**src/rtl/pipe_pkg.sv**
```systemverilog
// Shared constants and state encoding for the skid-buffered pipeline stage.
package pipe_pkg;

  localparam logic [31:0] PC_RESET = 32'h0000_3000;
  localparam logic [4:0]  REG_ZERO = 5'd0;

  localparam logic [1:0] ST_EMPTY = 2'd0;
  localparam logic [1:0] ST_ONE   = 2'd1;
  localparam logic [1:0] ST_FULL  = 2'd2;

  typedef enum logic [1:0] {
    S_EMPTY = ST_EMPTY,
    S_ONE   = ST_ONE,
    S_FULL  = ST_FULL
  } stage_st_t;

endpackage

```
**src/rtl/pipe_stage_skid_if.sv**
```systemverilog
// Valid/ready beat bundle between pipeline stages.
interface pipe_stage_skid_if #(
  parameter int PC_W   = 32,
  parameter int A3_W   = 5,
  parameter int DATA_W = 96
);

  logic              valid;
  logic              ready;
  logic [PC_W-1:0]   pc;
  logic [A3_W-1:0]   a3;
  logic [DATA_W-1:0] data;

  modport master (
    output valid, pc, a3, data,
    input  ready
  );

  modport slave (
    input  valid, pc, a3, data,
    output ready
  );

endinterface

```
**src/rtl/pipe_entry.sv**
```systemverilog
// One beat register {valid, pc, a3, data} with load, clear and drop controls.
module pipe_entry
  import pipe_pkg::*;
#(
  parameter int              PC_W   = 32,
  parameter int              A3_W   = 5,
  parameter int              DATA_W = 96,
  parameter logic [PC_W-1:0] PC_RST = PC_W'(PC_RESET)
) (
  input  logic              clk,
  input  logic              reset,
  input  logic              clr,
  input  logic              load,
  input  logic              drop,
  input  logic [PC_W-1:0]   d_pc,
  input  logic [A3_W-1:0]   d_a3,
  input  logic [DATA_W-1:0] d_data,
  output logic              valid,
  output logic [PC_W-1:0]   pc,
  output logic [A3_W-1:0]   a3,
  output logic [DATA_W-1:0] data
);

  always_ff @(posedge clk) begin
    if (reset || clr) begin
      valid <= 1'b0;
      pc    <= PC_RST;
      a3    <= '0;
      data  <= '0;
    end else if (load) begin
      valid <= 1'b1;
      pc    <= d_pc;
      a3    <= d_a3;
      data  <= d_data;
    end else if (drop) begin
      // Emptied entry writes $0; pc/data keep last value
      valid <= 1'b0;
      a3    <= '0;
    end
  end

endmodule

```
**src/rtl/pipe_stage_skid.sv**
```systemverilog
// Pipeline stage register with one-entry skid buffer and flush.
// Optional perf counters when PIPE_STAGE_PERF_EN is defined.
module pipe_stage_skid
  import pipe_pkg::*;
#(
  parameter int              DATA_W = 96,
  parameter int              PC_W   = 32,
  parameter int              A3_W   = 5,
  parameter logic [PC_W-1:0] PC_RST = PC_W'(PC_RESET)
) (
  input  logic clk,
  input  logic reset,
  input  logic flush,
  pipe_stage_skid_if.slave  in_if,
  pipe_stage_skid_if.master out_if
`ifdef PIPE_STAGE_PERF_EN
  ,
  output logic [31:0] stall_cnt,
  output logic [31:0] bubble_cnt
`endif
);

  stage_st_t state, state_n;

  logic              m_valid, s_valid;
  logic [PC_W-1:0]   m_pc, s_pc;
  logic [A3_W-1:0]   m_a3, s_a3;
  logic [DATA_W-1:0] m_data, s_data;

  logic              m_load, m_drop, m_sel_skid;
  logic              s_load, s_drop;
  logic [PC_W-1:0]   m_d_pc;
  logic [A3_W-1:0]   m_d_a3;
  logic [DATA_W-1:0] m_d_data;

  logic in_ready, accept, consume;

  // s_valid is a flop, so in_ready has no path from out_ready
  assign in_ready = ~s_valid;
  assign accept   = in_if.valid & in_ready;
  assign consume  = m_valid & out_if.ready;

  always_ff @(posedge clk) begin
    if (reset) state <= S_EMPTY;
    else       state <= state_n;
  end

  always_comb begin
    state_n    = state;
    m_load     = 1'b0;
    m_drop     = 1'b0;
    m_sel_skid = 1'b0;
    s_load     = 1'b0;
    s_drop     = 1'b0;
    unique case (1'b1)
      (state == S_EMPTY): begin
        if (accept) begin
          m_load  = 1'b1;
          state_n = S_ONE;
        end
      end
      (state == S_ONE): begin
        if (accept && consume) begin
          m_load = 1'b1;
        end else if (accept) begin
          s_load  = 1'b1;
          state_n = S_FULL;
        end else if (consume) begin
          m_drop  = 1'b1;
          state_n = S_EMPTY;
        end
      end
      (state == S_FULL): begin
        if (consume) begin
          m_load     = 1'b1;
          m_sel_skid = 1'b1;
          s_drop     = 1'b1;
          state_n    = S_ONE;
        end
      end
      default: state_n = S_EMPTY;
    endcase
    if (flush) state_n = S_EMPTY;
  end

  always_comb begin
    m_d_pc   = in_if.pc;
    m_d_a3   = in_if.a3;
    m_d_data = in_if.data;
    if (m_sel_skid) begin
      m_d_pc   = s_pc;
      m_d_a3   = s_a3;
      m_d_data = s_data;
    end
  end

  pipe_entry #(
    .PC_W   (PC_W),
    .A3_W   (A3_W),
    .DATA_W (DATA_W),
    .PC_RST (PC_RST)
  ) u_main (
    .clk    (clk),
    .reset  (reset),
    .clr    (flush),
    .load   (m_load),
    .drop   (m_drop),
    .d_pc   (m_d_pc),
    .d_a3   (m_d_a3),
    .d_data (m_d_data),
    .valid  (m_valid),
    .pc     (m_pc),
    .a3     (m_a3),
    .data   (m_data)
  );

  pipe_entry #(
    .PC_W   (PC_W),
    .A3_W   (A3_W),
    .DATA_W (DATA_W),
    .PC_RST (PC_RST)
  ) u_skid (
    .clk    (clk),
    .reset  (reset),
    .clr    (flush),
    .load   (s_load),
    .drop   (s_drop),
    .d_pc   (in_if.pc),
    .d_a3   (in_if.a3),
    .d_data (in_if.data),
    .valid  (s_valid),
    .pc     (s_pc),
    .a3     (s_a3),
    .data   (s_data)
  );

  assign in_if.ready = in_ready;
  assign out_if.valid = m_valid;
  assign out_if.pc    = m_pc;
  assign out_if.a3    = m_a3;
  assign out_if.data  = m_data;

`ifdef PIPE_STAGE_PERF_EN
  // Flush leaves the counters alone; only reset clears them
  always_ff @(posedge clk) begin
    if (reset) begin
      stall_cnt  <= '0;
      bubble_cnt <= '0;
    end else begin
      if (m_valid && !out_if.ready)
        stall_cnt <= stall_cnt + 32'd1;
      if (!m_valid)
        bubble_cnt <= bubble_cnt + 32'd1;
    end
  end
`endif

endmodule

```
**src/flat_wrapper.sv**
```systemverilog
// flat-port wrapper written by rule: the top's interface ports become plain ports
module pipe_stage_skid_flat import pipe_pkg::*;
#(
  parameter int              DATA_W = 96,
  parameter int              PC_W   = 32,
  parameter int              A3_W   = 5,
  parameter logic [PC_W-1:0] PC_RST = PC_W'(PC_RESET)
)
  (clk, reset, flush, in_if_valid, in_if_pc, in_if_a3, in_if_data, in_if_ready, out_if_valid, out_if_pc, out_if_a3, out_if_data, out_if_ready);
  pipe_stage_skid_if #(.PC_W(PC_W), .A3_W(A3_W), .DATA_W(DATA_W)) in_if_i ();
  pipe_stage_skid_if #(.PC_W(PC_W), .A3_W(A3_W), .DATA_W(DATA_W)) out_if_i ();
  input  logic clk;
  input  logic reset;
  input  logic flush;
  input wire logic [$bits(in_if_i.valid)-1:0] in_if_valid;
  input wire logic [$bits(in_if_i.pc)-1:0] in_if_pc;
  input wire logic [$bits(in_if_i.a3)-1:0] in_if_a3;
  input wire logic [$bits(in_if_i.data)-1:0] in_if_data;
  output wire logic [$bits(in_if_i.ready)-1:0] in_if_ready;
  output wire logic [$bits(out_if_i.valid)-1:0] out_if_valid;
  output wire logic [$bits(out_if_i.pc)-1:0] out_if_pc;
  output wire logic [$bits(out_if_i.a3)-1:0] out_if_a3;
  output wire logic [$bits(out_if_i.data)-1:0] out_if_data;
  input wire logic [$bits(out_if_i.ready)-1:0] out_if_ready;
  assign in_if_i.valid = in_if_valid;
  assign in_if_i.pc = in_if_pc;
  assign in_if_i.a3 = in_if_a3;
  assign in_if_i.data = in_if_data;
  assign in_if_ready = in_if_i.ready;
  assign out_if_valid = out_if_i.valid;
  assign out_if_pc = out_if_i.pc;
  assign out_if_a3 = out_if_i.a3;
  assign out_if_data = out_if_i.data;
  assign out_if_i.ready = out_if_ready;
  pipe_stage_skid #(.DATA_W(DATA_W), .PC_W(PC_W), .A3_W(A3_W), .PC_RST(PC_RST)) u_core (.clk(clk), .reset(reset), .flush(flush), .in_if(in_if_i), .out_if(out_if_i));
endmodule
```
**config.mk**
```make
export PLATFORM = sky130hd
export DESIGN_NAME = pipe_stage_skid_flat
export DESIGN_NICKNAME = d
export VERILOG_FILES = /design/src/rtl/pipe_pkg.sv /design/src/rtl/pipe_stage_skid_if.sv /design/src/rtl/pipe_entry.sv /design/src/rtl/pipe_stage_skid.sv /design/src/flat_wrapper.sv
export SDC_FILE = /design/constraint.sdc
export NUM_CORES = 1
export LEC_CHECK = 0
export ABC_AREA = 1
export BUFFER_PORTS_ARGS = -buffer_cell sky130_fd_sc_hd__buf_2
export CORE_ASPECT_RATIO = 0.7
export CORE_MARGIN = 4
export CORE_UTILIZATION = 50
export DETAILED_ROUTE_END_ITERATION = 16
export PLACE_DENSITY = 0.75
export RECOVER_POWER = 100
export SKIP_LAST_GASP = 1
export SYNTH_ARGS = -nofsm -noshare
export SYNTH_HDL_FRONTEND = slang
export SYNTH_HIERARCHICAL = 1
export SYNTH_SLANG_ARGS = --single-unit
export TNS_END_PERCENT = 20
```
**constraint.sdc**
```tcl
create_clock -name clk -period 2.19 [get_ports clk]
set_clock_uncertainty 0.1 [all_clocks]
set_input_delay 0.3285 -clock clk [delete_from_list [all_inputs] [get_ports clk]]
set_output_delay 0.3285 -clock clk [all_outputs]
set_load 0.02 [all_outputs]
```
==> impl_metrics.ini, run 1 <==
[yosys]
synth_top_area_share_pct = 48.4
yosys.cell_count.top_type = nand2_1
yosysTopAreaCell = dfxtp_1
ys_top_cells_by_count = nand2_1, dfxtp_1, a21oi_1, buf_4, buf_2
seq_area_frac_synth_pct = 48.4
syn-cell-area_um2 = 11200
syn_area_per_cell_um2 = 6.88
synth_area_leaders = dfxtp_1, nand2_1, a21oi_1
syn_nets = 1761
synth_edf_count = 0
synthDistinctLibCells = 15
ys_ff_latch = 270
synthArstFlopShare_pct = 0
synthCells = 1623
yosys_warnings = 6
synth_ff_type = dfxtp_1

[floorplanning]
dieArea_um2 = 24800
die_y_um = 133
initial_core_util_pct = 51.1
num_rows = 45
die_x_um = 187
core_area_um2 = 21800
num_io_pins = 273

[clock_network]
htree_levels = 1
clk_pin_slew_ps = 60
post_cts_buffers = 0
cts-root-buf = clkbuf_16
clock_latency_ps = 510
clockBufferDepth = 3
cts_sinks = 270
cts_tree = yes
cts_buffers = 27

[global_route]
grt_pass1_wl_um = 55400
globalRoute.busiestLayer = met2
grt_max_degree = 98
antenna_found_initial = 0
use_met1_pct = 34.4
overflow = 0
grt_use_met3_pct = 5.75
track_usage_pct = 26.1
grt_pass1_vias = 11100
met2_usage_pct = 43.4

[run]
maxCapViolations = 0

[worst_setup_path]
cp-end-kind = flop
cp.arrival_ps = 2380
crit_path_max_incr_delay_ps = 670
critPathSlowestCell = buf_2
path_max_fanout = 36
cp_num_buf_inv = 3
critPathKind = flop to flop
critPathTopFamily = buffers and inverters
cp_cell_sequence = nand2_1, nand3_1, inv_4, inv_4, buf_2, nand2_1, a21oi_1
cp_data_required_time_ps = 2530
start_kind = flop

[place]
gp_congestion = 0.813
dp_hpwl_um = 19800
placedInstanceArea_um2 = 12500
io_buffer_count = 272

[finish]
syn2layout_area_growth_pct = 30.6
drive_gt1_share_pct = 10.8
nets = 2110
num_antenna_cells = 0
design_area_um2 = 14600
nFillCells = 1859

[routing]
route.vias.total = 11700
drcViolationCount = 0
firstDrtPassIters = 5
routed_wl_um = 34700
drt_iter0_markers = 850
wl_per_cell_um = 15.3
drtAntennaViolNets = 0
avgViaCountPerCell = 5.15

[min_path]
hp-class = input pin to flop

[timing]
period_share_pct = 93.2
rsz0062_at_grt = no
setup_viol = 0
period_needed_ps = 2040
fin_setup_tns_ps = 0
finalMaxSlewViolations = 0
slew_headroom_pct = 44.0
max_freq_ghz = 0.490
worst_pin_slew_ps = 840
hold_violations = 0

[power_and_ir_drop]
leakage_nw = 5.95
vdd_drop_max_uv = 530
p_per_area_nw_per_um2 = 748

[status]
status = complete, no violations
## through the flow
step                      setup WS (ps)  power [W]  hold slack [ps]  util [%]  instances
final                               149     0.0109             47.7      66.8       2271
after floorplan                     343    0.00583              329         -       1623
after detailed placement            339    0.00621              350      57.3       2087
after global routing               42.5     0.0113             50.9      66.8       2271
after CTS                          27.7     0.0110             27.0      67.6       2270
after global placement              401    0.00619              340      57.3       2087
## layout by cell type, fill, tap and decap left out
| master | n |
|---|---|
| nand2_4 | 1 |
| buf_12 | 11 |
| clkbuf_2 | 1 |
| buf_2 | 138 |
| buf_4 | 9 |
| inv_2 | 1 |
| bufinv_16 | 2 |
| dfxtp_1 | 269 |
| inv_4 | 6 |
| clkbuf_1 | 141 |
| nand3_1 | 8 |
| nor2_1 | 7 |
| buf_16 | 1 |
| clkbuf_8 | 8 |
| clkbuf_16 | 27 |
| dfxtp_2 | 1 |
| nor3_1 | 1 |
| nor2_2 | 2 |
| dlygate4sd3_1 | 137 |
| nor2_4 | 1 |
| nand2_2 | 1 |
| a21oi_1 | 266 |
| nand2_1 | 940 |
| clkinv_4 | 1 |
| clkinv_2 | 2 |
| clkbuf_4 | 2 |
| inv_1 | 5 |
## area by class of cell
type,count,area (um2),area share (%)
clock buffers,41,808,5.54
clock inverters,5,78.8,0.541
inverters,12,60.1,0.412
multi-input cells,1227,4970,34.1
flip-flops and latches,270,5410,37.1
well taps,282,353,2.42
repair buffers,434,2900,19.9
## final timing paths
| path | start | slack [ps] | depth (start not counted) | to |
|---|---|---|---|---|
| worst max register to register | u_core/u_main/valid | 150 | 7 | u_core/u_skid/pc[26] |
| worst max-delay path | u_core/u_main/valid | 150 | 7 | u_core/u_skid/pc[26] |
| worst min register to register | u_core/u_skid/data[10] | 360 | 2 | u_core/u_skid/data[10] |
| worst min-delay path | flush | 50 | 4 | u_core/state[1] |
## worst reg2reg max path, stage by stage, from the launching register on
cell and delay (ps):
dfxtp_1 380, nand2_1 150, nand3_1 190, inv_4 80, inv_4 90, buf_2 670
nand2_1 140, a21oi_1 170
## logic make-up after synthesis
logic type	share of synthesized area, %
buffers and inverters	7.10
DFF	48.4
AOI/OAI and AO/OA	11.9
and+or+nand+nor	32.6
## what timing repair did
| action | in CTS | in global routing |
|---|---|---|
| hold endpoints to repair | 135 | 0 |
| gates resized for setup | 0 | 2 |
| setup endpoints to repair | 0 | 2 |
| hold buffers | 137 | 0 |
## layer usage
metal / wire length [um] / up-vias
li1: - / 5762
met1: 15000 / 5346
met3: 2850 / 80
met5: 0 / -
met2: 15900 / 515
met4: 877 / 0
## flip-flops by register name, indices dropped and copies added, names as in the netlist
| signal | flops |
|---|---|
| u_core/u_main/pc | 32 |
| u_core/u_main/valid | 1 |
| u_core/u_skid/data | 96 |
| u_core/u_skid/valid | 1 |
| u_core/u_main/data | 96 |
| u_core/state | 2 |
| u_core/u_main/a3 | 5 |
| u_core/u_skid/pc | 32 |
| u_core/u_skid/a3 | 5 |
## where the power goes
part	total (W)	leakage, nW	switching, W	internal [W]
clock network	0.00462	0.438	0.00186	0.00276
logic	0.00122	3.32	0.000730	0.000485
registers	0.00508	2.19	0.0000646	0.00502
No activity file was read; power rests on OpenSTA's default activity.
==> run 2, diff against run 1 <==
GPL_TIMING_DRIVEN = 0   (was default)
MAX_ROUTING_LAYER = met4   (was default)
==> run 2 against run 1 <==
Global-route usage is 1.5 points higher. Setup slack worse by 11 ps. Design area is 2.0% higher. Largest cell class unchanged. Sequential share of layout area is 0.72 points lower. Sequential cell count stayed put. Utilization is 1.3 points higher. Highest routed layer unchanged. Hold slack better by 5.3 ps. Non-clock buffer count is 86 higher. Combinational power is 3% higher.
==> impl_metrics.ini, run 2 (same netlist as run 1, synthesis figures left out) <==
[status]
status = complete, no violations

[timing]
period_needed_ps = 2050
rsz0062_at_grt = no
hold_violations = 0
fin_setup_tns_ps = 0
fin_hold_ws_ps = 52.9
max_freq_ghz = 0.487
finalMaxSlewViolations = 0
slew_headroom_pct = 60.0
setup_viol = 0
worst_pin_slew_ps = 599
period_share_pct = 93.7

[worst_setup_path]
r2r_slack_ps = 140
crit_path_max_incr_delay_ps = 400
critPathTopFamily = simple AND/OR/NAND/NOR gates
cp_num_buf_inv = 3
start_kind = flop
path_max_fanout = 18
critPathKind = flop to flop
timing.rr.start = u_core/u_main/valid
critPathSlowestCell = nor2_1
cp-end-kind = flop
cp_cell_sequence = nand2_1, inv_2, nand2_4, inv_2, clkbuf_2, nor2_1, nand2_1, a21oi_1
cp.arrival_ps = 2400
cp_data_required_time_ps = 2540
critPathLaunch = u_core/u_main/valid

[floorplanning]
die_y_um = 133
num_io_pins = 273
core_area_um2 = 21800
num_rows = 45
die_x_um = 187
dieArea_um2 = 24800
initial_core_util_pct = 51.1

[finish]
reg_top3 = u_core/u_main/data: 96 flops, u_core/u_skid/data: 96 flops
layout.cells.non_filler = 2360
drive_gt1_share_pct = 13.4
final_cell_mix = nand2_1, dfxtp_1, a21oi_1, clkbuf_1, buf_2
nets = 2195
design_area_um2 = 14900
layout_commonest_cell = nand2_1
syn2layout_area_growth_pct = 33.2

[routing]
firstDrtPassIters = 5
routed_wl_um = 35200
drt_iter0_markers = 903
drcViolationCount = 0
route.vias.total = 11800
avgViaCountPerCell = 5.01
wl_per_cell_um = 14.9
drtAntennaViolNets = 0

[place]
dp.cells = 2177
io_buffer_count = 272
dp_hpwl_um = 23700
gp_congestion = 0.858
placedInstanceArea_um2 = 12900

[min_path]
hp-class = input pin to flop
hp-start = flush

[global_route]
grt_max_degree = 19
track_usage_pct = 27.7
overflow = 0
antenna_found_initial = 1
grt_pass1_vias = 10900
grt_pass1_wl_um = 56100

[clock_network]
cts_sinks = 270
clock_latency_ps = 520
clk_pin_slew_ps = 70
cts_buffers = 26
clockBufferDepth = 3
post_cts_buffers = 0
cts_tree = yes
htree_levels = 1
cts-root-buf = clkbuf_16

[power_and_ir_drop]
finalPower_w = 0.0108
pwr-share-seq_pct = 47.2
p_per_area_nw_per_um2 = 723
p_sw_share_pct = 25.1
p_int_w = 0.00806
leakage_nw = 6.22
comb_power_share_pct = 11.7
p_switching_w = 0.00270
vdd_drop_max_uv = 508
clkPwrFrac_pct = 41.1

[run]
maxCapViolations = 0
run 2: worst paths after layout:
path                       endpoint  depth (start not counted)
max reg2reg     u_core/u_skid/a3[2]                          8
max             u_core/u_skid/a3[2]                          8
min reg2reg  u_core/u_main/data[13]                          2
min                 u_core/state[1]                          4
run 2: timing repair:
item / 4_1_cts / 5_1_grt
resized for setup: 0 / 1
hold buffers: 137 / 0
endpoints found under the hold margin: 135 / 0
endpoints found under the setup margin: 120 / 2
run 2: stage by stage:
stage,setup WS [ps],util [%]
detailed placement,-281,59.0
floorplan,343,-
CTS,13.6,69.1
global route,23.0,68.1
finish,138,68.1
global placement,-241,59.0
run 2: routing by layer:
| layer | up-vias | global-route usage [%] | wire (um) |
|---|---|---|---|
| met5 | - | - | 0 |
| met4 | 0 | 6.57 | 782 |
| met3 | 66 | 4.30 | 2330 |
| met2 | 457 | 42.0 | 15700 |
| met1 | 5355 | 39.1 | 16400 |
| li1 | 5939 | - | - |
run 2: tightest hold or removal path: stages:
cell,delay (ps)
buf_2,130
nor2_1,90
inv_1,60
a21oi_1,30
run 2: cell type report:
type / count / area, um2
antenna: 1 / 2.50
buffer: 111 / 691
clock buffer: 42 / 812
clock inverter: 6 / 30.0
fill: 1916 / 6970
inverter: 12 / 45.0
multi-input combinational: 1227 / 4970
sequential: 270 / 5410
tap: 282 / 353
timing repair buffer: 409 / 2560
run 2: power by group through the flow:
stage	clock [W]	combinational (W)	sequential, W
after floorplan	0	0.000550	0.00528
after global placement	0	0.00107	0.00517
after detailed placement	0	0.00108	0.00518
after CTS	0.00447	0.00127	0.00507
after global routing	0.00466	0.00138	0.00509
final	0.00442	0.00126	0.00508
